**src/rtl/uart_calc_core.sv**
```systemverilog
// rtl/uart_calc_core.sv - ASCII hex calculator ("I S a+b=") over a byte-stream rx/tx interface
// Defining CALC_DIV_EN adds '/' through a sequential restoring divider.
module uart_calc_core #(
  parameter int DIGITS = 4
) (
  input  logic       clk,
  input  logic       rst,
  input  logic [7:0] rx_data,
  input  logic       rx_valid,
  output logic [7:0] tx_data,
  output logic       tx_valid,
  input  logic       tx_ready,
  output logic       busy,
  output logic       err
);
  localparam int W   = 4 * DIGITS;
  localparam int R   = 2 * W;
  localparam int NCH = R / 4;

  typedef enum logic [3:0] {IDLE, SP1, MODE, SP2, OPA, OPB, CALC, DIV, TX, ERR_WAIT, TX_ERR} state_t;

  state_t       state;
  logic         sgn;
  logic [1:0]   op;
  logic [W-1:0] a, b;
  logic [3:0]   dcnt;
  logic [R-1:0] result;
  logic [5:0]   cnt;

  logic         is_hex, is_op, bad;
  logic [3:0]   hex_val;
  logic [1:0]   op_code;
  logic [R-1:0] ext_a, ext_b, calc_res;

  function automatic logic [7:0] hex_char(input logic [3:0] n);
    return (n < 4'd10) ? 8'h30 + {4'h0, n} : 8'h37 + {4'h0, n};
  endfunction

  always_comb begin
    is_hex  = 1'b1;
    hex_val = rx_data[3:0];
    if (rx_data >= 8'h30 && rx_data <= 8'h39)
      hex_val = rx_data[3:0];
    else if ((rx_data >= 8'h41 && rx_data <= 8'h46) || (rx_data >= 8'h61 && rx_data <= 8'h66))
      hex_val = rx_data[3:0] + 4'd9;
    else
      is_hex = 1'b0;
  end

  always_comb begin
    is_op   = 1'b1;
    op_code = 2'd0;
    case (rx_data)
      8'h2B: op_code = 2'd0;
      8'h2D: op_code = 2'd1;
      8'h2A: op_code = 2'd2;
`ifdef CALC_DIV_EN
      8'h2F: op_code = 2'd3;
`endif
      default: is_op = 1'b0;
    endcase
  end

  // Any byte the grammar cannot take in the current parse state
  always_comb begin
    bad = 1'b0;
    if (rx_valid) begin
      case (state)
        IDLE:     bad = (rx_data != 8'h49);
        SP1, SP2: bad = (rx_data != 8'h20);
        MODE:     bad = (rx_data != 8'h53) && (rx_data != 8'h55);
        OPA:      bad = is_hex ? (dcnt == 4'(DIGITS)) : !(is_op && dcnt != 4'd0);
        OPB:      bad = is_hex ? (dcnt == 4'(DIGITS)) : !(rx_data == 8'h3D && dcnt != 4'd0);
        default:  bad = 1'b0;
      endcase
    end
  end

  always_comb begin
    ext_a = sgn ? {{W{a[W-1]}}, a} : {{W{1'b0}}, a};
    ext_b = sgn ? {{W{b[W-1]}}, b} : {{W{1'b0}}, b};
    case (op)
      2'd0:    calc_res = ext_a + ext_b;
      2'd1:    calc_res = ext_a - ext_b;
      default: calc_res = ext_a * ext_b;
    endcase
  end

`ifdef CALC_DIV_EN
  logic [W-1:0] rem, quo, dvs, q_next, r_next, a_mag, b_mag;
  logic [W:0]   shifted, diff;
  logic         neg;
  logic [R-1:0] quot_res;

  // One restoring step: bring in the next dividend bit, subtract if it fits
  always_comb begin
    shifted  = {rem, quo[W-1]};
    diff     = shifted - {1'b0, dvs};
    r_next   = diff[W] ? shifted[W-1:0] : diff[W-1:0];
    q_next   = (quo << 1) | W'(!diff[W]);
    a_mag    = (sgn && a[W-1]) ? -a : a;
    b_mag    = (sgn && b[W-1]) ? -b : b;
    quot_res = neg ? -{{W{1'b0}}, q_next} : {{W{1'b0}}, q_next};
  end
`endif

  assign busy = (state == CALC) || (state == DIV) || (state == TX) || (state == TX_ERR);

  always_ff @(posedge clk or posedge rst) begin
    if (rst) begin
      state    <= IDLE;
      sgn      <= 1'b0;
      op       <= 2'd0;
      a        <= '0;
      b        <= '0;
      dcnt     <= 4'd0;
      result   <= '0;
      cnt      <= 6'd0;
      tx_data  <= 8'h00;
      tx_valid <= 1'b0;
      err      <= 1'b0;
`ifdef CALC_DIV_EN
      rem      <= '0;
      quo      <= '0;
      dvs      <= '0;
      neg      <= 1'b0;
`endif
    end else begin
      err <= 1'b0;
      if (bad) begin
        err <= 1'b1;
        if (rx_data == 8'h3D) begin
          tx_valid <= 1'b1;
          tx_data  <= 8'h45;
          cnt      <= 6'd0;
          state    <= TX_ERR;
        end else begin
          state <= ERR_WAIT;
        end
      end else begin
        case (state)
          IDLE: if (rx_valid) state <= SP1;
          SP1:  if (rx_valid) state <= MODE;
          MODE: if (rx_valid) begin
            sgn   <= (rx_data == 8'h53);
            state <= SP2;
          end
          SP2: if (rx_valid) begin
            a     <= '0;
            dcnt  <= 4'd0;
            state <= OPA;
          end
          OPA: if (rx_valid) begin
            if (is_hex) begin
              a    <= (a << 4) | W'(hex_val);
              dcnt <= dcnt + 4'd1;
            end else begin
              op    <= op_code;
              b     <= '0;
              dcnt  <= 4'd0;
              state <= OPB;
            end
          end
          OPB: if (rx_valid) begin
            if (is_hex) begin
              b    <= (b << 4) | W'(hex_val);
              dcnt <= dcnt + 4'd1;
            end else begin
              state <= CALC;
            end
          end
          CALC: begin
`ifdef CALC_DIV_EN
            if (op == 2'd3) begin
              if (b == '0) begin
                err      <= 1'b1;
                tx_valid <= 1'b1;
                tx_data  <= 8'h45;
                cnt      <= 6'd0;
                state    <= TX_ERR;
              end else begin
                rem   <= '0;
                quo   <= a_mag;
                dvs   <= b_mag;
                neg   <= sgn & (a[W-1] ^ b[W-1]);
                cnt   <= 6'd0;
                state <= DIV;
              end
            end else
`endif
            begin
              tx_valid <= 1'b1;
              tx_data  <= hex_char(calc_res[R-1 -: 4]);
              result   <= calc_res << 4;
              cnt      <= 6'd0;
              state    <= TX;
            end
          end
`ifdef CALC_DIV_EN
          DIV: begin
            rem <= r_next;
            quo <= q_next;
            cnt <= cnt + 6'd1;
            if (cnt == 6'(W - 1)) begin
              tx_valid <= 1'b1;
              tx_data  <= hex_char(quot_res[R-1 -: 4]);
              result   <= quot_res << 4;
              cnt      <= 6'd0;
              state    <= TX;
            end
          end
`endif
          ERR_WAIT: if (rx_valid && rx_data == 8'h3D) begin
            tx_valid <= 1'b1;
            tx_data  <= 8'h45;
            cnt      <= 6'd0;
            state    <= TX_ERR;
          end
          // cnt counts bytes already accepted; result holds the not-yet-sent nibbles
          TX: if (tx_ready) begin
            cnt <= cnt + 6'd1;
            if (cnt == 6'(NCH + 1)) begin
              tx_valid <= 1'b0;
              tx_data  <= 8'h00;
              state    <= IDLE;
            end else if (cnt == 6'(NCH)) begin
              tx_data <= 8'h0A;
            end else if (cnt == 6'(NCH - 1)) begin
              tx_data <= 8'h0D;
            end else begin
              tx_data <= hex_char(result[R-1 -: 4]);
              result  <= result << 4;
            end
          end
          TX_ERR: if (tx_ready) begin
            cnt <= cnt + 6'd1;
            if (cnt == 6'd2) begin
              tx_valid <= 1'b0;
              tx_data  <= 8'h00;
              state    <= IDLE;
            end else if (cnt == 6'd1) begin
              tx_data <= 8'h0A;
            end else begin
              tx_data <= 8'h0D;
            end
          end
          default: state <= IDLE;
        endcase
      end
    end
  end
endmodule

```
**config.mk**
```make
export PLATFORM = sky130hd
export DESIGN_NAME = uart_calc_core
export DESIGN_NICKNAME = d
export VERILOG_FILES = /design/src/rtl/uart_calc_core.sv
export SDC_FILE = /design/constraint.sdc
export NUM_CORES = 1
export LEC_CHECK = 0
export ABC_AREA = 1
export CAP_MARGIN = 0
export CORE_UTILIZATION = 60
export CTS_CLUSTER_SIZE = 30
export DETAILED_ROUTE_END_ITERATION = 6
export GPL_TIMING_DRIVEN = 0
export MAX_ROUTING_LAYER = met4
export PLACE_DENSITY = 0.77
export SYNTH_ARGS = -nofsm -noshare
export SYNTH_HDL_FRONTEND = slang
export SYNTH_SLANG_ARGS = --single-unit
```
**constraint.sdc**
```tcl
create_clock -name clk -period 9.9 [get_ports clk]
set_clock_uncertainty 0.2 [all_clocks]
set_input_delay 1.485 -clock clk [delete_from_list [all_inputs] [get_ports clk]]
set_output_delay 1.485 -clock clk [all_outputs]
set_load 0.05 [all_outputs]
```
# Word level (Yosys, flattened, before mapping)
# Index checks and enable logic that the tools add are counted.
# classes
add_sub_neg,9
multipliers,1
order_cmp,8
n_eq_ne,51
n_mux,76
bitwise,4
reduce_logical,35
# ops
operator,count
$mux 32,6
$pmux 32 s2,2
$mux 16,7
$mux 4,22
$pmux 16 s2,2
$mux 8,5
$pmux 4 s10,1
$mux 7,5
$ne 3x3->1 const B,11
$add 32x32->32,1
$eq 8x6->1 const B,4
$mul 32x32->32,1
$or 16x4->16,2
$pmux 8 s4,1
$sub 32x32->32,1
$add 6x4->7 const A,4
$mux 6,4
$ne 8x7->1 const B,3
$eq 4x3->1 const B,5
$ne 2x2->1 const B,10
$pmux 6 s3,1
$reduce_and 6->1,3
$ge 8x7->1 const B,2
$le 8x7->1 const B,2
other kinds (43),79
# totals
register_bits,91
out_inout_bits,11
wordCells,195

# Logic depth before layout (Yosys ltp)
# depth
depth_word,10
mapped_depth,42
ltp_nobuf,41

# Worst setup path after synthesis
# Ideal clock, no wire load.
# synth_timing
path_type,reg-to-reg
startpoint,register a[15]
endpoint,register tx_data[2]
arrival_ns,7.583
required_ns,9.623
path_slack_ns,2.039
stages_incl_launch_ff,35
path_buffers,2
period_less_slack_ns,7.861
cell_sequence,dfrtp_1 buf_4 nand2_2 clkbuf_1 inv_1 nand2_1 fa_1 fa_1 inv_1 fa_1 inv_1 fa_1 inv_1 fa_1 fa_1 fa_1 fa_1 ha_1 nand2_1 nor2_1 nand2_1 nor4_1 nand2_1 nand3_1 xor2_1 nand2_1 nand2_1 inv_1 ha_1 nand3b_1 nand2_1 nand4_1 nand2_1 nand2_1 a21oi_1
# synth_between
elab_chain_len,7
word_cells_on_any_way,11
classes_between,4 x add/sub; 1 x mul; 1 x order compare; 5 x mux
# synth_rtl
element,line_no,text
start: declaration,25,"logic [W-1:0] a, b;"
start signal: assignment,155,a <= (a << 4) | W'(hex_val);
$mux 32 (*),80,"ext_a = sgn ? {{W{a[W-1]}}, a} : {{W{1'b0}}, a};"
$mul 32x32->32 (tied with other cells),85,default: calc_res = ext_a * ext_b;
$pmux 32 s2 (*),82,case (op)
$add 6x4->7 or $lt 4x4->1 (tied branches),36,"return (n < 4'd10) ? 8'h30 + {4'h0, n} : 8'h37 + {4'h0, n};"
$mux 7 (*),36,
$pmux 8 s4 (*),141,case (state)
$mux 8 (*),130,if (bad) begin
end signal: assignment,193,tx_data <= hex_char(calc_res[R-1 -: 4]);
end signal: assignment,231,tx_data <= hex_char(result[R-1 -: 4]);
end: declaration,10,"output logic [7:0] tx_data,"
# Every way passes the cells marked *; elsewhere a longest branch is shown, timed or not.
# A chain may end at the register's enable or synchronous reset.

# Final worst setup path
# layout_timing
startpoint,register a[1]
endpoint,register tx_data[2]
# The elaborated chain is that of the path after synthesis.

==> impl_summary.txt <==
----------------------------------------------------
[Synth]
  Total standard cell area after synthesis ... 20500 um2
  Yosys synthesis warning count ... 0
  Number of synthesized flops with an enable pin ... 0
  Fraction of the mapped netlist area in adder cells ... 43.2%
  Synthesized instance count ... 2727
  Synth unique cells ... 59
  Number of synthesized register bits ... 86
  Main combinational cell family by area after synthesis ... adder cells
  Synthesized net count ... 3247
  Xor/xnor cell area share of the yosys netlist ... 2.21%
  Share of synthesized registers carrying an async set or reset ... 100%
  Multiplexer share of the synthesized area ... 0%
  Register area share after synthesis ... 10.5%
  Simple-gate share of the synthesized area ... 18.8%
  Most instantiated flip-flop cell in the synthesis netlist ... sky130_fd_sc_hd__dfrtp_1
  Mean Syn Cell Area ... 7.53 um2
  Synthesized-area fraction occupied by ao, oa, aoi and oai cells ... 10.5%

[Power and ir drop]
  Proportion of power drawn by flip-flops and latches ... 20.7%
  Worst vdd rail ir drop ... 0.000213 V
  P_sw ... 1.47 mW
  P_leak ... 12.8 nW
  Share of total power in combinational logic ... 65.6%
  Internal cell power ... 1.17 mW
  Switching fraction of total power ... 55.7%
  Share of power burned in the clock network ... 13.7%
  PD cells ... 122 nW/um2

[Worst setup path]
  Arr. time, crit path ... 9.39 ns
  Required arrival time at the worst endpoint ... 9.98 ns
  Cell with the most instances on the worst path ... sky130_fd_sc_hd__nand2_1
  Capture instance of the worst register-to-register path ... tx_data[2]
  R2R Setup Slk ... 0.60 ns
  Crit path buf inv count ... 5
  Crit path kind ... reg -> reg
  Length in cells of the worst reg-to-reg path ... 36
  Largest stage delay, worst path ... 0.57 ns
  Highest fanout seen on the critical path ... 10
  Startpoint kind of the worst setup timing path ... register
  Top Family by Delay on Critical Path ... adder cells
  Kind of capture point of the worst setup path ... register
  Critical Path Slowest Stage Cell ... sky130_fd_sc_hd__fa_1
  Worst flop-to-flop path startpoint ... a[1]

[Global route]
  Initial antenna violation count ... 0
  Largest net degree at the start of global routing ... 59
  First-pass GRT wire length ... 99200 um
  Via count of the first global-routing pass ... 18600
  Global-route congestion overflow total ... 0
  Total routing resource utilization after global routing ... 38.2%

[Routing]
  Final Routed Wirelength ... 61800 um
  Count of unresolved DRC violations after routing ... 0
  Per-cell via count in the routed design ... 5.63
  Total iterations of the first detailed-routing run ... 6
  Avg WL per Cell ... 19.2 um
  Total number of vias ... 18100
  Drt initial violations ... 1426
  Antenna viol nets, final ... 0

[STA]
  Setup TNS ... 0 ns
  Slew headroom ... 31.2%
  Final Hold Vio Count ... 0
  Count of pins over their slew limit ... 0
  PnR worst setup slack ... 0.598 ns
  F_max ... 108 MHz
  Part of the cycle the worst path needs ... 94.0%
  Unrepaired setup endpoints after global routing ... no
  Final setup violation count ... 0
  Minimum period implied by the final worst setup slack ... 9.30 ns
  Pin slew with the least headroom to its limit ... 1.03 ns

[Finish]
  Fin cells ... 3215
  Share of post-route cells with drive strength above 1 ... 3.25%
  Area delta synth->final ... 5.42%
  Layout filler cell count ... 3009
  Area of combinational cells with multiple inputs ... 15400 um2
  Area taken by flip-flops and latches ... 2150 um2
  Net total in the final layout ... 3280

[Floorplan]
  Starting density of the core ... 61.1%
  DIE WIDTH ... 187 um
  Total I/O pin count ... 23
  Core Box Area ... 33600 um2
  Die Y-Extent ... 187 um
  DIE AREA ... 34900 um2
  Std-Cell Rows ... 67

[Worst hold path]
  Hold Crit Endpoint ... result[6]
  Instance count along the most critical hold path ... 2
  Type of the tightest min-delay check ... reg -> reg
  Worst Hold Launch ... result[6]

[Clock network]
  Clock slew at reported path FFs ... 0.07 ns
  Number of clock buffers inserted by TritonCTS ... 9
  CTS tree ... yes
  Later-pin clock latency in the skew report ... 0.37 ns
  CTS Root Cell ... sky130_fd_sc_hd__clkbuf_16
  Hold_buf cts ... 0
  CTS Sinks ... 86
  Maximum clock path buffer count ... 2
  Depth of the CTS H-tree ... 3

[Outcome]
  Result of the run ... finished clean

[Placement]
  Detailed placer's ending HPWL ... 51900 um
  Number of buffers inserted by port buffering ... 20
  Instance count after placement with tap cells included ... 3196
  Worst setup slack after placement ... 0.480 ns
  Global placer's final weighted congestion ... 0.988

[Job]
  Maxcap violations ... 0

----------------------------------------------------
==> worst max path at each step <==
stage	start	to	slack, ns	cells after the start
6_report	a[1]	tx_data[2]	0.60	36
3_5_place_dp	a[1]	tx_data[2]	0.48	36
4_1_cts	a[1]	tx_data[2]	0.43	36
3_3_place_gp	a[1]	tx_data[2]	0.56	36
5_1_grt	a[1]	tx_data[2]	0.20	36
2_1_floorplan	a[15]	tx_data[2]	2.04	34
==> metal layers <==
metal  up-vias  part of all wire [%]  track usage [%]
met5         -                     0                -
li1       8338                     -                -
met1      8861                    43             50.1
met2       753                    46             60.0
met4         0                   4.1             13.6
met3       141                   7.5             6.21
==> flip-flops by register name, indices dropped and copies added (netlist names) <==
signal,flops
tx_data,7
err,1
dcnt,4
result,28
state,4
a,16
op,2
sgn,1
cnt,6
tx_valid,1
b,16
==> power groups by stage <==
stage          combinational (mW)  clock (mW)  sequential (mW)
5_1_grt                      1.87       0.385            0.557
3_3_place_gp                 1.66           0            0.546
6_report                     1.73       0.363            0.546
4_1_cts                      1.69       0.369            0.544
3_5_place_dp                 1.68           0            0.550
2_1_floorplan                1.08           0            0.592
==> stage by stage <==
step,total power [mW],instance area (um2),utilization [%],hold slack (ns)
2_1_floorplan,1.67,20500,-,0.241
3_3_place_gp,2.20,21300,63.3,0.257
3_5_place_dp,2.23,21300,63.4,0.264
4_1_cts,2.60,21600,64.3,0.280
5_1_grt,2.82,21600,64.3,0.297
6_report,2.64,21600,64.4,0.280
==> final cells by class <==
type	instances	share of cell area, %
diodes	2	0.0231
plain buffers	94	2.01
clock buffers	10	1.06
clock inverters	6	0.347
inverters	687	12.0
multi-input cells	1860	71.0
flip-flops and latches	86	9.95
well taps	448	2.59
repair buffers	22	1.09
==> timing repair <==
action / in CTS / in global routing
gates resized for setup: 0 / 4
endpoints found under the setup margin: 0 / 6
setup buffers: 0 / 1
==> Yosys cell counts (all sizes together), types with 2 or more instances <==
| library cell | number | area (um2) |
|---|---|---|
| a211oi | 3 | 22.5 |
| a21boi | 8 | 60.1 |
| a21o | 19 | 143 |
| a21oi | 142 | 722 |
| a22oi | 3 | 22.5 |
| a31oi | 11 | 68.8 |
| buf | 48 | 260 |
| clkbuf | 46 | 173 |
| dfrtp | 86 | 2150 |
| fa | 335 | 6710 |
| ha | 173 | 2160 |
| inv | 686 | 2580 |
| nand2 | 592 | 2270 |
| nand3 | 105 | 558 |
| nand3b | 8 | 72.6 |
| nand4 | 17 | 113 |
| nor2 | 165 | 637 |
| nor3 | 24 | 136 |
| nor3b | 2 | 15.0 |
| nor4 | 4 | 25.0 |
| o211ai | 10 | 75.1 |
| o21a | 10 | 76.3 |
| o21ai | 127 | 636 |
| o21bai | 7 | 52.6 |
| o221ai | 3 | 26.3 |
| o22ai | 17 | 106 |
| o311ai | 8 | 70.1 |
| o31ai | 6 | 45.0 |
| o41ai | 2 | 17.5 |
| or2 | 5 | 31.3 |
| xnor2 | 16 | 140 |
| xor2 | 34 | 313 |
==> cells in the final DEF (no fill, tap or decap), types with 7 or more instances in the layout <==
| master | n |
|---|---|
| sky130_fd_sc_hd__dfrtp_1 | 86 |
| sky130_fd_sc_hd__clkbuf_16 | 9 |
| sky130_fd_sc_hd__o21bai_1 | 7 |
| sky130_fd_sc_hd__nand3b_1 | 7 |
| sky130_fd_sc_hd__o21ai_1 | 9 |
| sky130_fd_sc_hd__a21boi_0 | 7 |
| sky130_fd_sc_hd__clkdlybuf4s50_1 | 20 |
| sky130_fd_sc_hd__inv_1 | 677 |
| sky130_fd_sc_hd__o22ai_1 | 17 |
| sky130_fd_sc_hd__nand3_1 | 100 |
| sky130_fd_sc_hd__o21a_1 | 9 |
| sky130_fd_sc_hd__a21o_1 | 19 |
| sky130_fd_sc_hd__nand2_2 | 8 |
| sky130_fd_sc_hd__nand4_1 | 16 |
| sky130_fd_sc_hd__xnor2_1 | 16 |
| sky130_fd_sc_hd__o211ai_1 | 10 |
| sky130_fd_sc_hd__o311ai_0 | 8 |
| sky130_fd_sc_hd__nor3_1 | 22 |
| sky130_fd_sc_hd__nand2_1 | 580 |
| sky130_fd_sc_hd__buf_1 | 18 |
| sky130_fd_sc_hd__buf_2 | 19 |
| sky130_fd_sc_hd__xor2_1 | 32 |
| sky130_fd_sc_hd__a21oi_1 | 141 |
| sky130_fd_sc_hd__nor2_1 | 160 |
| sky130_fd_sc_hd__ha_1 | 173 |
| sky130_fd_sc_hd__o21ai_0 | 118 |
| sky130_fd_sc_hd__a31oi_1 | 11 |
| sky130_fd_sc_hd__fa_1 | 335 |
| sky130_fd_sc_hd__clkbuf_1 | 46 |
| sky130_fd_sc_hd__buf_4 | 8 |
==> worst reg2reg max path: cells and delay by family, from the launching register on <==
kind / cells / cell delay, ns
fa+ha+maj: 10 / 3.94
flops: 1 / 0.47
xor+xnor: 2 / 0.35
compound gates: 2 / 0.31
simple gates: 17 / 2.96
buf+inv: 5 / 1.00
==> kinds of logic after synthesis <==
logic type	after synthesis
other	1
adders and majority gates	508
AOI/OAI and AO/OA	378
buffers and inverters	781
xor gates and xnor gates	50
and+or+nand+nor	923
DFF	86
No activity file was read; power rests on OpenSTA's default activity.
